<file path="config.mk">
export PLATFORM = sky130hd
export DESIGN_NAME = dlbf_coeffs_axis2ram_64b
export DESIGN_NICKNAME = d
export VERILOG_FILES = /design/src/rtl/dlbf_coeffs_pkg.sv /design/src/rtl/dlbf_coeffs_blk_cnt.sv /design/src/rtl/dlbf_coeffs_axis2ram_64b.sv
export SDC_FILE = /design/constraint.sdc
export NUM_CORES = 1
export LEC_CHECK = 0
export ABC_CLOCK_PERIOD_IN_PS = 3220
export BUFFER_PORTS_ARGS = -buffer_cell sky130_fd_sc_hd__buf_2
export CAP_MARGIN = 20
export CORE_MARGIN = 2
export CORE_UTILIZATION = 45
export CTS_CLUSTER_SIZE = 30
export DETAILED_ROUTE_END_ITERATION = 10
export PLACE_DENSITY = 0.7
export SLEW_MARGIN = 20
export SYNTH_ARGS = -nofsm -noshare
export SYNTH_HDL_FRONTEND = slang
export SYNTH_SLANG_ARGS = --single-unit
</file>
<file path="constraint.sdc">
create_clock -name s_axis_clk -period 3.22 [get_ports s_axis_clk]
set_input_delay 0.322 -clock s_axis_clk [delete_from_list [all_inputs] [get_ports s_axis_clk]]
set_output_delay 0.322 -clock s_axis_clk [all_outputs]
set_load 0.01 [all_outputs]
</file>
<file path="src/rtl/dlbf_coeffs_pkg.sv">
// dlbf_coeffs_pkg
//   Shared types and helpers for the beamforming coefficient streamer and
//   the receive-side capture block (AXIS -> BRAM).
//   - state_e   : IDLE / RUN / DONE control FSM states
//   - widths    : control, address, beat counter and error counter widths
//   - next_addr : write/read pointer advance with rollover and RAM-end wrap
package dlbf_coeffs_pkg;

    typedef enum logic [1:0] {
        IDLE = 2'd0,
        RUN  = 2'd1,
        DONE = 2'd2
    } state_e;

    localparam int CTRL_W     = 12;
    localparam int ADDR_W     = 16;
    localparam int BEAT_CNT_W = 24;
    localparam int ERR_CNT_W  = 16;

    // Wrap to 0 after the programmed rollover address, or at the physical
    // end of the RAM if rollover_addr was programmed past it.
    function automatic logic [ADDR_W-1:0] next_addr(
        input logic [ADDR_W-1:0] addr,
        input logic [ADDR_W-1:0] rollover,
        input logic [ADDR_W-1:0] last_addr
    );
        return (addr == rollover || addr == last_addr) ? '0 : addr + ADDR_W'(1);
    endfunction

endpackage

</file>
<file path="src/rtl/dlbf_coeffs_blk_cnt.sv">
// dlbf_coeffs_blk_cnt
//   Nested block/iteration counter. blk counts 0..block_size-1 and iter
//   advances at each block end. Sizes are captured on load so later changes
//   on the inputs have no effect until the next load.
//   Ports:
//     clk_i, rst_ni   : clock, asynchronous active-low reset
//     load_i          : clear counters, capture niter_i / block_size_i
//     step_i          : advance by one beat
//     niter_i         : number of blocks
//     block_size_i    : beats per block
//     blk_end_o       : current beat is the last of its block
//     all_done_o      : current beat is the last beat of the last block
module dlbf_coeffs_blk_cnt
    import dlbf_coeffs_pkg::*;
(
    input  logic              clk_i,
    input  logic              rst_ni,
    input  logic              load_i,
    input  logic              step_i,
    input  logic [CTRL_W-1:0] niter_i,
    input  logic [CTRL_W-1:0] block_size_i,
    output logic              blk_end_o,
    output logic              all_done_o
);

    logic [CTRL_W-1:0] blk_q, blk_d;
    logic [CTRL_W-1:0] iter_q, iter_d;
    logic [CTRL_W-1:0] bs_q, bs_d;
    logic [CTRL_W-1:0] ni_q, ni_d;

    assign blk_end_o  = (blk_q == bs_q - CTRL_W'(1));
    assign all_done_o = blk_end_o && (iter_q == ni_q - CTRL_W'(1));

    always_comb begin
        blk_d  = blk_q;
        iter_d = iter_q;
        bs_d   = bs_q;
        ni_d   = ni_q;
        if (load_i) begin
            blk_d  = '0;
            iter_d = '0;
            bs_d   = block_size_i;
            ni_d   = niter_i;
        end else if (step_i) begin
            if (blk_end_o) begin
                blk_d  = '0;
                iter_d = iter_q + CTRL_W'(1);
            end else begin
                blk_d  = blk_q + CTRL_W'(1);
            end
        end
    end

    always_ff @(posedge clk_i or negedge rst_ni) begin
        if (!rst_ni) begin
            blk_q  <= '0;
            iter_q <= '0;
            bs_q   <= '0;
            ni_q   <= '0;
        end else begin
            blk_q  <= blk_d;
            iter_q <= iter_d;
            bs_q   <= bs_d;
            ni_q   <= ni_d;
        end
    end

endmodule

</file>
<file path="src/rtl/dlbf_coeffs_axis2ram_64b.sv">
// dlbf_coeffs_axis2ram_64b
//   AXI4-Stream slave capturing AIE beamforming output blocks into a BRAM
//   write port. go latches niter/block_size/rollover_addr and starts a
//   capture of niter*block_size beats; done is sticky until the next go.
//   tlast is checked against the internal block count, not used to frame.
//   Ports:
//     s_axis_clk, s_axis_rst_n : clock, asynchronous active-low reset
//     go, niter, block_size, rollover_addr : control, sampled at go only
//     s_axis_t*                : AXI4-Stream slave (ready only in RUN)
//     ram_en/we/addr/din       : registered BRAM write port, 1-cycle latency
//     busy, done               : status (busy in RUN, done sticky)
//     addr_wire                : next address to be written
//     tlast_err_cnt, beat_cnt  : saturating statistics since go
module dlbf_coeffs_axis2ram_64b
    import dlbf_coeffs_pkg::*;
#(
    parameter int TDATA_WIDTH = 64,
    parameter int TKEEP_WIDTH = TDATA_WIDTH / 8,
    parameter int RAM_DEPTH   = 2048
) (
    input  logic                   s_axis_clk,
    input  logic                   s_axis_rst_n,
    input  logic                   go,
    input  logic [CTRL_W-1:0]      niter,
    input  logic [CTRL_W-1:0]      block_size,
    input  logic [ADDR_W-1:0]      rollover_addr,
    input  logic                   s_axis_tvalid,
    output logic                   s_axis_tready,
    input  logic [TDATA_WIDTH-1:0] s_axis_tdata,
    input  logic [TKEEP_WIDTH-1:0] s_axis_tkeep,
    input  logic                   s_axis_tlast,
    output logic                   ram_en,
    output logic [TKEEP_WIDTH-1:0] ram_we,
    output logic [ADDR_W-1:0]      ram_addr,
    output logic [TDATA_WIDTH-1:0] ram_din,
    output logic                   busy,
    output logic                   done,
    output logic [ADDR_W-1:0]      addr_wire,
    output logic [ERR_CNT_W-1:0]   tlast_err_cnt,
    output logic [BEAT_CNT_W-1:0]  beat_cnt
);

    localparam logic [ADDR_W-1:0] LAST_ADDR = ADDR_W'(RAM_DEPTH - 1);

    state_e                  state_q, state_d;
    logic                    done_q, done_d;
    logic [ADDR_W-1:0]       addr_q, addr_d;
    logic [ADDR_W-1:0]       roll_q, roll_d;
    logic [BEAT_CNT_W-1:0]   beat_q, beat_d;
    logic [ERR_CNT_W-1:0]    err_q, err_d;
    logic                    ram_en_q, ram_en_d;
    logic [TKEEP_WIDTH-1:0]  ram_we_q, ram_we_d;
    logic [ADDR_W-1:0]       ram_addr_q, ram_addr_d;
    logic [TDATA_WIDTH-1:0]  ram_din_q, ram_din_d;

    logic start, hs, blk_end, all_done;

    // ready is a pure function of state so it drops the cycle after the
    // final handshake moves the FSM to DONE
    assign s_axis_tready = (state_q == RUN);
    assign busy          = (state_q == RUN);
    assign hs            = s_axis_tvalid && s_axis_tready;
    assign start         = go && (state_q != RUN);

    dlbf_coeffs_blk_cnt u_blk_cnt (
        .clk_i        (s_axis_clk),
        .rst_ni       (s_axis_rst_n),
        .load_i       (start),
        .step_i       (hs),
        .niter_i      (niter),
        .block_size_i (block_size),
        .blk_end_o    (blk_end),
        .all_done_o   (all_done)
    );

    always_comb begin
        state_d    = state_q;
        done_d     = done_q;
        addr_d     = addr_q;
        roll_d     = roll_q;
        beat_d     = beat_q;
        err_d      = err_q;
        ram_en_d   = 1'b0;
        ram_we_d   = '0;
        ram_addr_d = ram_addr_q;
        ram_din_d  = ram_din_q;

        if (start) begin
            roll_d = rollover_addr;
            addr_d = '0;
            beat_d = '0;
            err_d  = '0;
            if (niter == '0 || block_size == '0) begin
                state_d = DONE;
                done_d  = 1'b1;
            end else begin
                state_d = RUN;
                done_d  = 1'b0;
            end
        end else if (hs) begin
            ram_en_d   = 1'b1;
            ram_we_d   = s_axis_tkeep;
            ram_addr_d = addr_q;
            ram_din_d  = s_axis_tdata;
            addr_d     = next_addr(addr_q, roll_q, LAST_ADDR);
            if (beat_q != '1)
                beat_d = beat_q + BEAT_CNT_W'(1);
            if ((s_axis_tlast != blk_end) && (err_q != '1))
                err_d = err_q + ERR_CNT_W'(1);
            // done registers on the same edge as the final RAM write
            if (all_done) begin
                state_d = DONE;
                done_d  = 1'b1;
            end
        end
    end

    always_ff @(posedge s_axis_clk or negedge s_axis_rst_n) begin
        if (!s_axis_rst_n) begin
            state_q    <= IDLE;
            done_q     <= 1'b0;
            addr_q     <= '0;
            roll_q     <= '0;
            beat_q     <= '0;
            err_q      <= '0;
            ram_en_q   <= 1'b0;
            ram_we_q   <= '0;
            ram_addr_q <= '0;
            ram_din_q  <= '0;
        end else begin
            state_q    <= state_d;
            done_q     <= done_d;
            addr_q     <= addr_d;
            roll_q     <= roll_d;
            beat_q     <= beat_d;
            err_q      <= err_d;
            ram_en_q   <= ram_en_d;
            ram_we_q   <= ram_we_d;
            ram_addr_q <= ram_addr_d;
            ram_din_q  <= ram_din_d;
        end
    end

    assign done          = done_q;
    assign addr_wire     = addr_q;
    assign beat_cnt      = beat_q;
    assign tlast_err_cnt = err_q;
    assign ram_en        = ram_en_q;
    assign ram_we        = ram_we_q;
    assign ram_addr      = ram_addr_q;
    assign ram_din       = ram_din_q;

endmodule

</file>
==> metrics.sh, run 1 <==
DETAIL_ROUTE.VIAS_PER_CELL=5.27
POWER.SWITCHING_mW=3.64
WL_MICRONS=27900
SYNTH-ASYNC-RESET-RATIO=1.00
FILLER_CELL_COUNT=1836
START_KIND='flip-flop'
CTS_MAX_PATH_BUFFERS=3
ANT_NETS=0
COMBPWRFRAC=0.323
TIMING.HOLD.WORST_PATH_DEPTH=3
SYN_AREA_SQ_MM=0.0101
ROOT_BUFFER='sky130_fd_sc_hd__clkbuf_16'
SYNTH_CELL_TYPE_COUNT=65
ROWS=54
POWER.SHARE.CLOCK=0.281
FINAL_SETUP_VIO_COUNT=0
POST-ROUTE-CELL-AREA_SQ_MM=0.0132
BOUNDARYPINS=265
USE_MET2=0.403
CORE_REGION_AREA_SQ_MM=0.0219
DR.FIRST_ITER.DRC_COUNT=655
CATEGORY_OF_THE_WORST_SETUP_PATH_CAPTURE_POINT='flip-flop'
HOLD_START='rollover_addr[9]'
FIN_SKEW_NS=0.0202
SYN_AREA_PER_CELL_SQ_UM=8.84
VIA_COUNT_OF_THE_FIRST_GLOBAL_ROUTING_PASS=8940
FINALHOLDVIOLCOUNT=0
CRITICAL_PATH_REQUIRED_TIME_NS=3.67
SETUP_TOTAL_NEGATIVE_SLACK_NS=0
NUM_ANTENNA_CELLS=0
SYNTHCELLS=1138
HTREE_LEVELS=1
CRITICAL-PATH-TOP-DELAY-FAMILY='simple AND/OR/NAND/NOR gates'
TIMING.CRITICAL_PATH.SLOWEST_STAGE_CELL='sky130_fd_sc_hd__or4b_1'
STAGE_DELAY_OF_THE_SLOWEST_CELL_ON_THE_CRITICAL_PATH_NS=0.51
CHIPWIDTH_MICRONS=154
LARGEST_NET_DEGREE_AT_THE_START_OF_GLOBAL_ROUTING=68
GP_ROUTABILITY_CONGESTION=0.853
PLACED_CELL_AREA_SQ_MM=0.0116
GRT_OVERFLOW_TOTAL=0
DPL_WORST_SLACK_NS=0.123
SYNTH-EDFF-COUNT=0
AREAGROWTHSYNTHTOFINISH_PCT=30.8
SYNTH_LARGEST_AREA_CELL='sky130_fd_sc_hd__dfrtp_1'
REPORT.FINAL.SLEW_VIOL_COUNT=0
INITIAL_ANTENNA_VIOLATION_COUNT=0
SYN_NETS=1262
MULTI_INPUT_COMB_AREA_SQ_MM=0.00449
SYNTH_AREA_LEADERS='sky130_fd_sc_hd__dfrtp_1, sky130_fd_sc_hd__nand2_1, sky130_fd_sc_hd__xnor2_1'
TIMING.HOLD.WORST_ENDPOINT='roll_q[9]'
FLOORPLAN.DIE_AREA_SQ_MM=0.0236
WIRE_LENGTH_OF_THE_FIRST_GLOBAL_ROUTING_PASS_MICRONS=45300
INSERTION_DELAY_NS=0.52
START_UTIL=0.459
CTS_TREE='built'
POWER_REPORT.INTERNAL_TOTAL_mW=6.34
R2R_CELLS=10
LAYOUT.CELLS.MOST_COMMON='sky130_fd_sc_hd__nand2_1'
YS_SEQ_ELEMENTS=211
WORST_SUPPLY_VOLTAGE_DROP_ON_VDD_mV=0.525
DIE_H_MICRONS=154
FINALWORSTSETUPSLACK_NS=0.161
GLOBAL_ROUTE.USAGE.TOTAL=0.231
REGAREA_SQ_MM=0.00528
POST-DP-HPWL_MICRONS=18900
SLEW_HEADROOM=0.535
MAX_FREQ_MHz=327
CLK_PIN_SLEW_WORST_PATHS_NS=0.06
ROUTE.VIAS.TOTAL=9200
STDCELL_COUNT=1746
BUSIEST_LAYER='met2'
SYNTH_FLOP_CELL='sky130_fd_sc_hd__dfrtp_1'
PATH_BUF_INV=1
WORSTHOLDPATHTYPE='input port to flip-flop'
DETAIL_ROUTE.FIRST_PASS.ITERATIONS=5
POST-ROUTE-MIN-PERIOD_NS=3.06
DESIGN.FINAL.NETS=1573
POST-ROUTE-PERIOD-UTIL=0.950
CP_MAX_FO=9
SEQUENTIALPOWERSHARE=0.396
NUMCTSBUFFERS=24
WORST_R2R_ENDPOINT='tlast_err_cnt[6]'
ARRIVAL_NS=3.51
DRT_DRC_VIOLATIONS_LEFT=0
WORST-R2R-SETUP-SLACK_NS=0.16
SYNTH-WARNING-COUNT=0
STATUS='complete, no violations'
SYNTH-SEQ-AREA-SHARE=0.525
LEAKAGEPOWER_nW=6.68
GRT.MET3_USAGE=0.0397
CP_CELL_INSTANCES='inv_1, ha_1, xnor2_1, a211o_1, a2111oi_1, and4_4, and4_1, nor2_2, or4b_1, a21oi_1'
POWER.SWITCHING_FRACTION=0.365
PORTBUFFERS=264
TIMING_WORST_SLEW_PIN_VALUE_NS=0.697
GRT_UTIL_MET1=0.299
SYNTH_TOP_CELL_AREA_SHARE=0.525
PLACE_INST=1636
LAYOUT_COMMON_CELLS='sky130_fd_sc_hd__nand2_1, sky130_fd_sc_hd__buf_2, sky130_fd_sc_hd__dfrtp_1, sky130_fd_sc_hd__dlygate4sd3_1, sky130_fd_sc_hd__xnor2_1'
RSZ0062_AT_GRT='false'
PROPORTION_OF_LAYOUT_CELLS_WITH_A_DRIVE_SUFFIX_ABOVE_1=0.233
CLOCK-SINKS=211
START_OF_THE_WORST_REGISTER_TO_REGISTER_PATH='u_blk_cnt.bs_q[0]'
POWER_DENSITY_mW_PER_MM2=758
WL_PER_CELL_MICRONS=16.0
TIMING_WORST_SETUP_PATH_TYPE='flip-flop to flip-flop'
MAX_CAP_VIOL_COUNT=0
[synth_stat cells, types with 4 or more instances]
cell,n
sky130_fd_sc_hd__inv_1,18
sky130_fd_sc_hd__nor4_1,21
sky130_fd_sc_hd__xnor2_1,51
sky130_fd_sc_hd__and2_1,4
sky130_fd_sc_hd__a31oi_1,9
sky130_fd_sc_hd__and3_1,29
sky130_fd_sc_hd__nand4_1,19
sky130_fd_sc_hd__o41ai_1,5
sky130_fd_sc_hd__a21oi_1,34
sky130_fd_sc_hd__nor3_1,12
sky130_fd_sc_hd__o21ai_0,41
sky130_fd_sc_hd__and4_1,8
sky130_fd_sc_hd__nand2b_1,5
sky130_fd_sc_hd__o211ai_1,5
sky130_fd_sc_hd__dfrtp_1,211
sky130_fd_sc_hd__xor2_1,18
sky130_fd_sc_hd__o31ai_1,10
sky130_fd_sc_hd__ha_1,7
sky130_fd_sc_hd__or3_1,23
sky130_fd_sc_hd__nand2_1,409
sky130_fd_sc_hd__nand3_1,37
sky130_fd_sc_hd__nand3b_1,5
sky130_fd_sc_hd__nor2_1,41
sky130_fd_sc_hd__mux2i_1,7
sky130_fd_sc_hd__clkbuf_1,42
sky130_fd_sc_hd__a41oi_1,4
sky130_fd_sc_hd__buf_1,16
[registers in the layout (all words and copies together), names as in the netlist, 12 cells and up]
register          flops
beat_cnt             24
addr_wire            16
u_blk_cnt.bs_q       12
u_blk_cnt.blk_q      12
ram_addr             16
u_blk_cnt.iter_q     12
roll_q               16
u_blk_cnt.ni_q       12
tlast_err_cnt        16
ram_din              64
[stage by stage]
step	hold slack, ns	util	total power, mW
detailed placement	0.352	0.532	7.11
finish	0.0201	0.601	9.98
CTS	0.00226	0.600	10.0
global placement	0.353	0.532	7.02
floorplan	0.0264	-	5.93
global route	0.0146	0.601	10.6
[what timing repair did]
action / CTS / global route
hold buffers: 67 / 0
endpoints found under the setup margin: 0 / 13
resized for setup: 0 / 5
endpoints found under the hold margin: 128 / 0
buffers inserted: 0 / 0
[power groups by stage]
stage | sequential [mW] | clock, mW | combinational [mW]
floorplan | 4.08 | 0 | 1.85
global placement | 3.95 | 0 | 3.08
detailed placement | 3.98 | 0 | 3.13
CTS | 3.93 | 2.86 | 3.22
global route | 4.05 | 2.97 | 3.60
finish | 3.95 | 2.80 | 3.22
[final cells by class]
type / count / area share
Clock buffer: 30 / 0.0504
Clock inverter: 13 / 0.0119
Inverter: 20 / 0.00580
Multi-Input combinational cell: 845 / 0.341
Sequential cell: 211 / 0.401
Tap cell: 280 / 0.0266
Timing Repair Buffer: 347 / 0.163
[routing by layer]
| layer | wire length [microns] | vias up | share of wire |
|---|---|---|---|
| met5 | 0 | - | 0 |
| met4 | 682 | 0 | 0.024 |
| met3 | 1580 | 53 | 0.057 |
| met2 | 13900 | 297 | 0.50 |
| met1 | 11800 | 4378 | 0.42 |
| li1 | - | 4472 | - |
[cells by family (layout without fill, tap and decap cells)]
logic type / Yosys count / after routing / share of synthesized area
buffers and inverters: 82 / 410 / 0.0320
adders and majority gates: 7 / 7 / 0.00871
AOI/OAI and AO/OA: 130 / 130 / 0.0822
DFF: 211 / 211 / 0.525
muxes: 8 / 8 / 0.00833
and+or+nand+nor: 631 / 631 / 0.284
xor gates and xnor gates: 69 / 69 / 0.0601
[worst max-delay path by stage]
stage,from,to,slack (ns),depth (start not counted)
after floorplan,u_blk_cnt.bs_q[0],tlast_err_cnt[4],0.44,10
after global placement,u_blk_cnt.bs_q[0],tlast_err_cnt[6],0.18,10
after detailed placement,u_blk_cnt.bs_q[0],tlast_err_cnt[6],0.12,10
after CTS,u_blk_cnt.bs_q[0],tlast_err_cnt[6],0.13,10
after global routing,u_blk_cnt.bs_q[0],tlast_err_cnt[4],0.02,10
final,u_blk_cnt.bs_q[0],tlast_err_cnt[6],0.16,10
[tightest hold or removal path, delay by kind of cell]
| kind | cells | cell delay, ns |
|---|---|---|
| buffers and inverters | 1 | 0.07 |
| AND/OR/NAND/NOR | 2 | 0.11 |
No activity file was read; power rests on OpenSTA's default activity.
==> run 2, diff against run 1 <==
- PLACE_DENSITY: 0.7 -> 0.69
- SYNTH_HIERARCHICAL: default -> 1
==> metrics.sh, run 2 <==
STATUS='complete, no violations'
MAX_CAP_VIOL_COUNT=0
BOUNDARYPINS=265
ROUTE.VIAS.TOTAL=9384
STDCELL_COUNT=1745
FINAL_SETUP_VIO_COUNT=0
SYNTH_AREA_LEADERS='sky130_fd_sc_hd__dfrtp_1, sky130_fd_sc_hd__nand2_1, sky130_fd_sc_hd__xnor2_1'
PLACED_CELL_AREA_SQ_MM=0.0121
ROWS=55
REPORT.FINAL.SLEW_VIOL_COUNT=0
DR.FIRST_ITER.DRC_COUNT=553
STAGE_DELAY_OF_THE_SLOWEST_CELL_ON_THE_CRITICAL_PATH_NS=0.58
SYNTH_TOP_CELL_AREA_SHARE=0.508
START_UTIL=0.459
SYNTH-ASYNC-RESET-RATIO=1.00
POST-ROUTE-PERIOD-UTIL=1.00
CTS_MAX_PATH_BUFFERS=3
CLOCK-SINKS=211
YOSYS-TOP-CELLS-COUNT='sky130_fd_sc_hd__nand2_1, sky130_fd_sc_hd__dfrtp_1, sky130_fd_sc_hd__nor2_1'
INSERTION_DELAY_NS=0.51
POST-ROUTE-MIN-PERIOD_NS=3.22
SYN_AREA_PER_CELL_SQ_UM=9.22
MULTI_INPUT_COMB_AREA_SQ_MM=0.00494
SLEW_HEADROOM=0.368
ARITHMETIC_CELL_SHARE_OF_THE_SYNTHESIZED_AREA_COUNTING_FULL_ADDERS_HALF_ADDERS_AND_MAJORITY_GATES=0.00842
CLK_PIN_SLEW_WORST_PATHS_NS=0.06
SYNTH-WARNING-COUNT=6
INITIAL_ANTENNA_VIOLATION_COUNT=3
CRITICAL_PATH_REQUIRED_TIME_NS=3.61
WORSTHOLDPATHTYPE='input port to flip-flop'
SYNTH_FLOP_CELL='sky130_fd_sc_hd__dfrtp_1'
TIMING.HOLD.WS_NS=0.0115
TIMING_WORST_SLEW_PIN_VALUE_NS=0.940
PORTBUFFERS=264
DPL_WORST_SLACK_NS=-0.0240
NUMBER_OF_FLIP_FLOPS_IN_THE_LARGEST_REGISTER=64
VIA_COUNT_OF_THE_FIRST_GLOBAL_ROUTING_PASS=8977
MUX_CELL_AREA_SHARE_AFTER_SYNTHESIS=0.0351
SYNTH-COMPOUND-AREA-SHARE=0.0738
SYNTH_MOST_COMMON_CELL='sky130_fd_sc_hd__nand2_1'
LAYOUT.CELLS.MOST_COMMON='sky130_fd_sc_hd__nand2_1'
SYNTH_XOR_XNOR_AREA_SHARE=0.0632
CP_MAX_FO=5
SYN_NETS=1252
LEAKAGEPOWER_nW=6.74
FIN_SKEW_NS=0.0119
FINALWORSTSETUPSLACK_NS=0.00114
CATEGORY_OF_THE_WORST_SETUP_PATH_CAPTURE_POINT='flip-flop'
WORST_SUPPLY_VOLTAGE_DROP_ON_VDD_mV=0.456
PROPORTION_OF_LAYOUT_CELLS_WITH_A_DRIVE_SUFFIX_ABOVE_1=0.281
TIMING.CRITICAL_PATH.SLOWEST_STAGE_CELL='sky130_fd_sc_hd__or4_4'
HTREE_LEVELS=1
START_KIND='flip-flop'
FILLER_CELL_COUNT=1907
LAYOUT_COMMON_CELLS='sky130_fd_sc_hd__nand2_1, sky130_fd_sc_hd__buf_2, sky130_fd_sc_hd__dfrtp_1, sky130_fd_sc_hd__dlygate4sd3_1, sky130_fd_sc_hd__nor2_1'
CTS_TREE='built'
WL_PER_CELL_MICRONS=16.7
DESIGN.FINAL.NETS=1565
GP_ROUTABILITY_CONGESTION=0.862
DETAIL_ROUTE.VIAS_PER_CELL=5.38
ARRIVAL_NS=3.61
RSZ0062_AT_GRT='true'
LAYOUT.CORE_UTILIZATION=0.602
CORE_REGION_AREA_SQ_MM=0.0226
POST-ROUTE-CELL-AREA_SQ_MM=0.0136
SYNTH_LARGEST_AREA_CELL='sky130_fd_sc_hd__dfrtp_1'
SYNTH_CELL_TYPE_COUNT=70
DIE_H_MICRONS=156
SYNTHCELLS=1128
POWER_DENSITY_mW_PER_MM2=748
MAX_FREQ_MHz=311
SYN_AREA_SQ_MM=0.0104
FINALHOLDVIOLCOUNT=0
REGAREA_SQ_MM=0.00528
ROOT_BUFFER='sky130_fd_sc_hd__clkbuf_16'
WIRE_LENGTH_OF_THE_FIRST_GLOBAL_ROUTING_PASS_MICRONS=45800
FLOORPLAN.DIE_AREA_SQ_MM=0.0243
ANT_NETS=0
GLOBAL_ROUTE.USAGE.TOTAL=0.231
LARGEST_FAMILY_OF_LOGIC_CELLS_BY_SYNTHESIZED_AREA='simple AND/OR/NAND/NOR gates'
NUMCTSBUFFERS=24
CP_CELL_INSTANCES='or4_4, or3_4, a32o_2, a31oi_4, or2_4, or2_4, inv_6, xor2_4, nand4_1, or4_4, nand3_2, o21ai_2'
AREAGROWTHSYNTHTOFINISH_PCT=31.2
FINAL_TOTAL_PWR_mW=10.2
YS_SEQ_ELEMENTS=211
WL_MICRONS=29200
SYNTH-SEQ-AREA-SHARE=0.508
CHIPWIDTH_MICRONS=156
DRT_DRC_VIOLATIONS_LEFT=0
GRT_OVERFLOW_TOTAL=0
TIMING_WORST_SETUP_PATH_TYPE='flip-flop to flip-flop'
DETAIL_ROUTE.FIRST_PASS.ITERATIONS=5
SYNTH-EDFF-COUNT=0
PLACE_INST=1641
SETUP_TOTAL_NEGATIVE_SLACK_NS=0
LARGEST_NET_DEGREE_AT_THE_START_OF_GLOBAL_ROUTING=82
SYNTH_SIMPLE_GATE_AREA_FRAC=0.277
POST-DP-HPWL_MICRONS=19800
run 2: critical path, delay by kind of cell, from the launching register on:
| family | cells | cell delay, ns |
|---|---|---|
| flip-flops | 1 | 0.37 |
| AND/OR/NAND/NOR | 7 | 1.97 |
| XOR/XNOR | 1 | 0.20 |
| buffers and inverters | 1 | 0.05 |
| AO/OA/AOI/OAI | 3 | 0.50 |
run 2: path summary, 6_finish.rpt:
kind / end / start / cells after the start / slack (ns)
worst max-delay path: tlast_err_cnt[15] / u_blk_cnt/bs_q[5] / 12 / 0.001
worst min-delay path: roll_q[7] / rollover_addr[7] / 3 / 0.01
worst max register to register: tlast_err_cnt[15] / u_blk_cnt/bs_q[5] / 12 / 0.001
worst min register to register: ram_din[62] / ram_din[62] / 2 / 0.47
max in group asynchronous: tlast_err_cnt[10] / s_axis_rst_n / 3 / 1.97
min in group asynchronous: ram_addr[10] / s_axis_rst_n / 2 / 0.39
run 2: power by group:
group	internal (mW)	total (mW)	switching [mW]
logic	1.42	3.46	2.04
clock network	1.72	2.81	1.10
registers	3.39	3.93	0.541
total	6.53	10.2	3.68
run 2: final cells by class:
cell class / instances / area share
inverters: 25 / 0.00752
flip-flops and latches: 211 / 0.387
clock buffers: 35 / 0.0530
multi-input cells: 832 / 0.362
clock inverters: 8 / 0.00734
diodes: 2 / 0.000367
well taps: 285 / 0.0261
repair buffers: 347 / 0.156
run 2: timing repair:
action,in CTS,in global routing
setup buffers,1,3
endpoints found under the setup margin,7,14
hold buffers,55,0
resized for setup,6,26
pin swaps,1,15
hold endpoints to repair,131,0
run 2: kinds of logic (layout without fill, tap and decap cells):
family | Yosys count | in the layout
AOI/OAI and AO/OA | 115 | 115
xor gates and xnor gates | 75 | 75
adders and majority gates | 7 | 7
buffers and inverters | 85 | 415
DFF | 211 | 211
muxes | 32 | 32
other | 0 | 2
and+or+nand+nor | 603 | 603
run 2: metal layers:
metal  global-route usage  vias to the layer above  wire length (microns)
met5                    0                        -                     30
met4               0.0830                        4                    905
met3               0.0381                       69                   1770
met2                0.409                      310                  14500
met1                0.285                     4518                  12000
li1                     -                     4483                      -
==> run 3, diff against run 2 <==
- GPL_TIMING_DRIVEN: default -> 0
==> metrics.sh, run 3 (synthesis results as in run 2) <==
STAGE_DELAY_OF_THE_SLOWEST_CELL_ON_THE_CRITICAL_PATH_NS=0.59
LAYOUT.CORE_UTILIZATION=0.611
START_KIND='flip-flop'
CP_CELL_INSTANCES='or4_4, nor2_2, nand3_1, nor3b_4, or2_1, buf_6, or2_4, inv_6, xor2_4, nand4_1, or4_4, nand3_2, o21ai_2'
POWER_DENSITY_mW_PER_MM2=760
GRT_OVERFLOW_TOTAL=0
ROUTE.VIAS.TOTAL=9624
TIMING_WORST_SETUP_PATH_TYPE='flip-flop to flip-flop'
LAYOUT_COMMON_CELLS='sky130_fd_sc_hd__nand2_1, sky130_fd_sc_hd__buf_2, sky130_fd_sc_hd__dfrtp_1, sky130_fd_sc_hd__nor2_1, sky130_fd_sc_hd__dlygate4sd3_1'
FLOORPLAN.DIE_AREA_SQ_MM=0.0243
DIE_H_MICRONS=156
DPL_WORST_SLACK_NS=-0.653
FINAL_SETUP_VIO_COUNT=5
ROWS=55
GP_ROUTABILITY_CONGESTION=0.861
BOUNDARYPINS=265
WIRE_LENGTH_OF_THE_FIRST_GLOBAL_ROUTING_PASS_MICRONS=48600
SETUP_TOTAL_NEGATIVE_SLACK_NS=-0.183
LAYOUT.CELLS.MOST_COMMON='sky130_fd_sc_hd__nand2_1'
STDCELL_COUNT=1791
POWER.SWITCHING_mW=3.81
FILLER_CELL_COUNT=1919
DETAIL_ROUTE.VIAS_PER_CELL=5.37
PATH_BUF_INV=2
REGAREA_SQ_MM=0.00529
VIA_COUNT_OF_THE_FIRST_GLOBAL_ROUTING_PASS=9392
NUMBER_OF_CELLS_ON_THE_CRITICAL_PATH=13
CTS_TREE='built'
DETAIL_ROUTE.FIRST_PASS.ITERATIONS=5
DR.FIRST_ITER.DRC_COUNT=607
POST-DP-HPWL_MICRONS=21700
POWER.SWITCHING_FRACTION=0.363
CORE_REGION_AREA_SQ_MM=0.0226
WORST_R2R_ENDPOINT='tlast_err_cnt[15]'
CLOCK-SINKS=211
CRITICAL_PATH_REQUIRED_TIME_NS=3.63
CHIPWIDTH_MICRONS=156
FINALHOLDVIOLCOUNT=0
LEAKAGEPOWER_nW=6.85
STATUS='finished with violations'
HOLD_START='s_axis_tdata[38]'
COMBPWRFRAC=0.346
POWER.SHARE.CLOCK=0.279
REPORT.FINAL.SLEW_VIOL_COUNT=0
MAX_FREQ_MHz=302
CP_MAX_FO=6
CLK_PIN_SLEW_WORST_PATHS_NS=0.06
START_OF_THE_WORST_REGISTER_TO_REGISTER_PATH='u_blk_cnt/bs_q[4]'
POST-ROUTE-PERIOD-UTIL=1.03
FIN_SKEW_NS=0.0119
SEQUENTIALPOWERSHARE=0.375
R2R_CELLS=13
WORSTHOLDPATHTYPE='input port to flip-flop'
CATEGORY_OF_THE_WORST_SETUP_PATH_CAPTURE_POINT='flip-flop'
CRITICAL-PATH-TOP-DELAY-FAMILY='simple AND/OR/NAND/NOR gates'
PORTBUFFERS=264
WORST-R2R-SETUP-SLACK_NS=-0.09
ARRIVAL_NS=3.72
PLACE_INST=1679
TIMING_WORST_SLEW_PIN_VALUE_NS=0.948
LARGEST_NET_DEGREE_AT_THE_START_OF_GLOBAL_ROUTING=97
PROPORTION_OF_LAYOUT_CELLS_WITH_A_DRIVE_SUFFIX_ABOVE_1=0.286
CRITICAL_PATH.MOST_COMMON_CELL='sky130_fd_sc_hd__or4_4'
SLEW_HEADROOM=0.363
POWER_REPORT.INTERNAL_TOTAL_mW=6.70
START_UTIL=0.459
WORST_SUPPLY_VOLTAGE_DROP_ON_VDD_mV=0.510
HTREE_LEVELS=1
MULTI_INPUT_COMB_AREA_SQ_MM=0.00493
WL_PER_CELL_MICRONS=17.3
TIMING.CRITICAL_PATH.SLOWEST_STAGE_CELL='sky130_fd_sc_hd__or4_4'
NUMCTSBUFFERS=25
WORST_SETUP_PATH_STARTPOINT='u_blk_cnt/bs_q[4]'
INSERTION_DELAY_NS=0.52
CTS_MAX_PATH_BUFFERS=3
DRT_DRC_VIOLATIONS_LEFT=0
DESIGN.FINAL.NETS=1611
NUMBER_OF_FLIP_FLOPS_IN_THE_LARGEST_REGISTER=64
AREAGROWTHSYNTHTOFINISH_PCT=33.1
WL_MICRONS=30900
POST-ROUTE-MIN-PERIOD_NS=3.31
WORSTSETUPENDPOINT='tlast_err_cnt[15]'
INITIAL_ANTENNA_VIOLATION_COUNT=1
GLOBAL_ROUTE.USAGE.TOTAL=0.248
ANT_NETS=0
FINALWORSTSETUPSLACK_NS=-0.0930
VIOLATIONS='negative setup slack'
TIMING.HOLD.WS_NS=0.0153
MAX_CAP_VIOL_COUNT=0
RSZ0062_AT_GRT='true'
ROOT_BUFFER='sky130_fd_sc_hd__clkbuf_16'
## run 3: cell types whose count changed in the layout (fill, tap and decap cells not counted), moves of 5 or more
cell / change
sky130_fd_sc_hd__dfrtp_1: -5
sky130_fd_sc_hd__dlygate4sd3_1: -6
sky130_fd_sc_hd__dfrtp_2: +5
sky130_fd_sc_hd__buf_2: +10
sky130_fd_sc_hd__clkbuf_1: +30
sky130_fd_sc_hd__buf_1: +6
sky130_fd_sc_hd__clkbuf_2: +5
## run 3: worst min path at each step
| stage | endpoint | slack (ns) | cells after the start |
|---|---|---|---|
| after detailed placement | ram_din[52] | 0.25 | 1 |
| after floorplan | addr_wire[0] | 0.03 | 0 |
| after CTS | ram_din[34] | 0.0003 | 3 |
| after global routing | ram_din[34] | 0.01 | 3 |
| after global placement | ram_din[27] | 0.45 | 2 |
| final | ram_din[38] | 0.02 | 3 |
## run 3: what timing repair did
action / CTS / global route
hold endpoints to repair: 93 / 0
setup endpoints to repair: 62 / 21
resized for setup: 29 / 20
hold buffers: 49 / 0
pin swaps: 17 / 8
setup buffers: 10 / 10
## run 3: power by group through the flow
| stage | logic [mW] | registers (mW) | clock network, mW |
|---|---|---|---|
| floorplan | 1.90 | 4.11 | 0 |
| global placement | 3.29 | 3.95 | 0 |
| detailed placement | 3.38 | 3.98 | 0 |
| CTS | 3.54 | 3.92 | 2.99 |
| global route | 4.03 | 4.03 | 3.09 |
| finish | 3.64 | 3.94 | 2.94 |
## run 3: worst reg2reg max path, delay by kind of cell, from the launching register on
| kind | cells | cell delay (ns) |
|---|---|---|
| buf+inv | 2 | 0.23 |
| simple gates | 9 | 2.33 |
| compound gates | 1 | 0.05 |
| flops | 1 | 0.42 |
| xor+xnor | 1 | 0.18 |
## run 3: routing by layer
metal  vias up  track usage  part of all wire  wire length, microns
li1       4581            -                 -                     -
met1      4613        0.298              0.41                 12500
met2       345        0.441              0.49                 15200
met3        83       0.0494             0.066                  2050
met4         2       0.0935             0.037                  1150
met5         -            0           0.00042                    13
## run 3: stage by stage
step           power [mW]  cell area (sq um)
2_1_floorplan        6.01              10400
3_3_place_gp         7.24              12100
3_5_place_dp         7.36              12200
4_1_cts              10.5              13700
5_1_grt              11.2              13800
6_report             10.5              13800
## run 3: cell type report
class                      count  area share
buffer                        57      0.0193
sequential                   211       0.382
clock inverter                 9     0.00895
antenna                        1    0.000181
tap                          285      0.0258
multi-input combinational    832       0.356
timing repair buffer         335       0.147
clock buffer                  36      0.0533
inverter                      25     0.00714
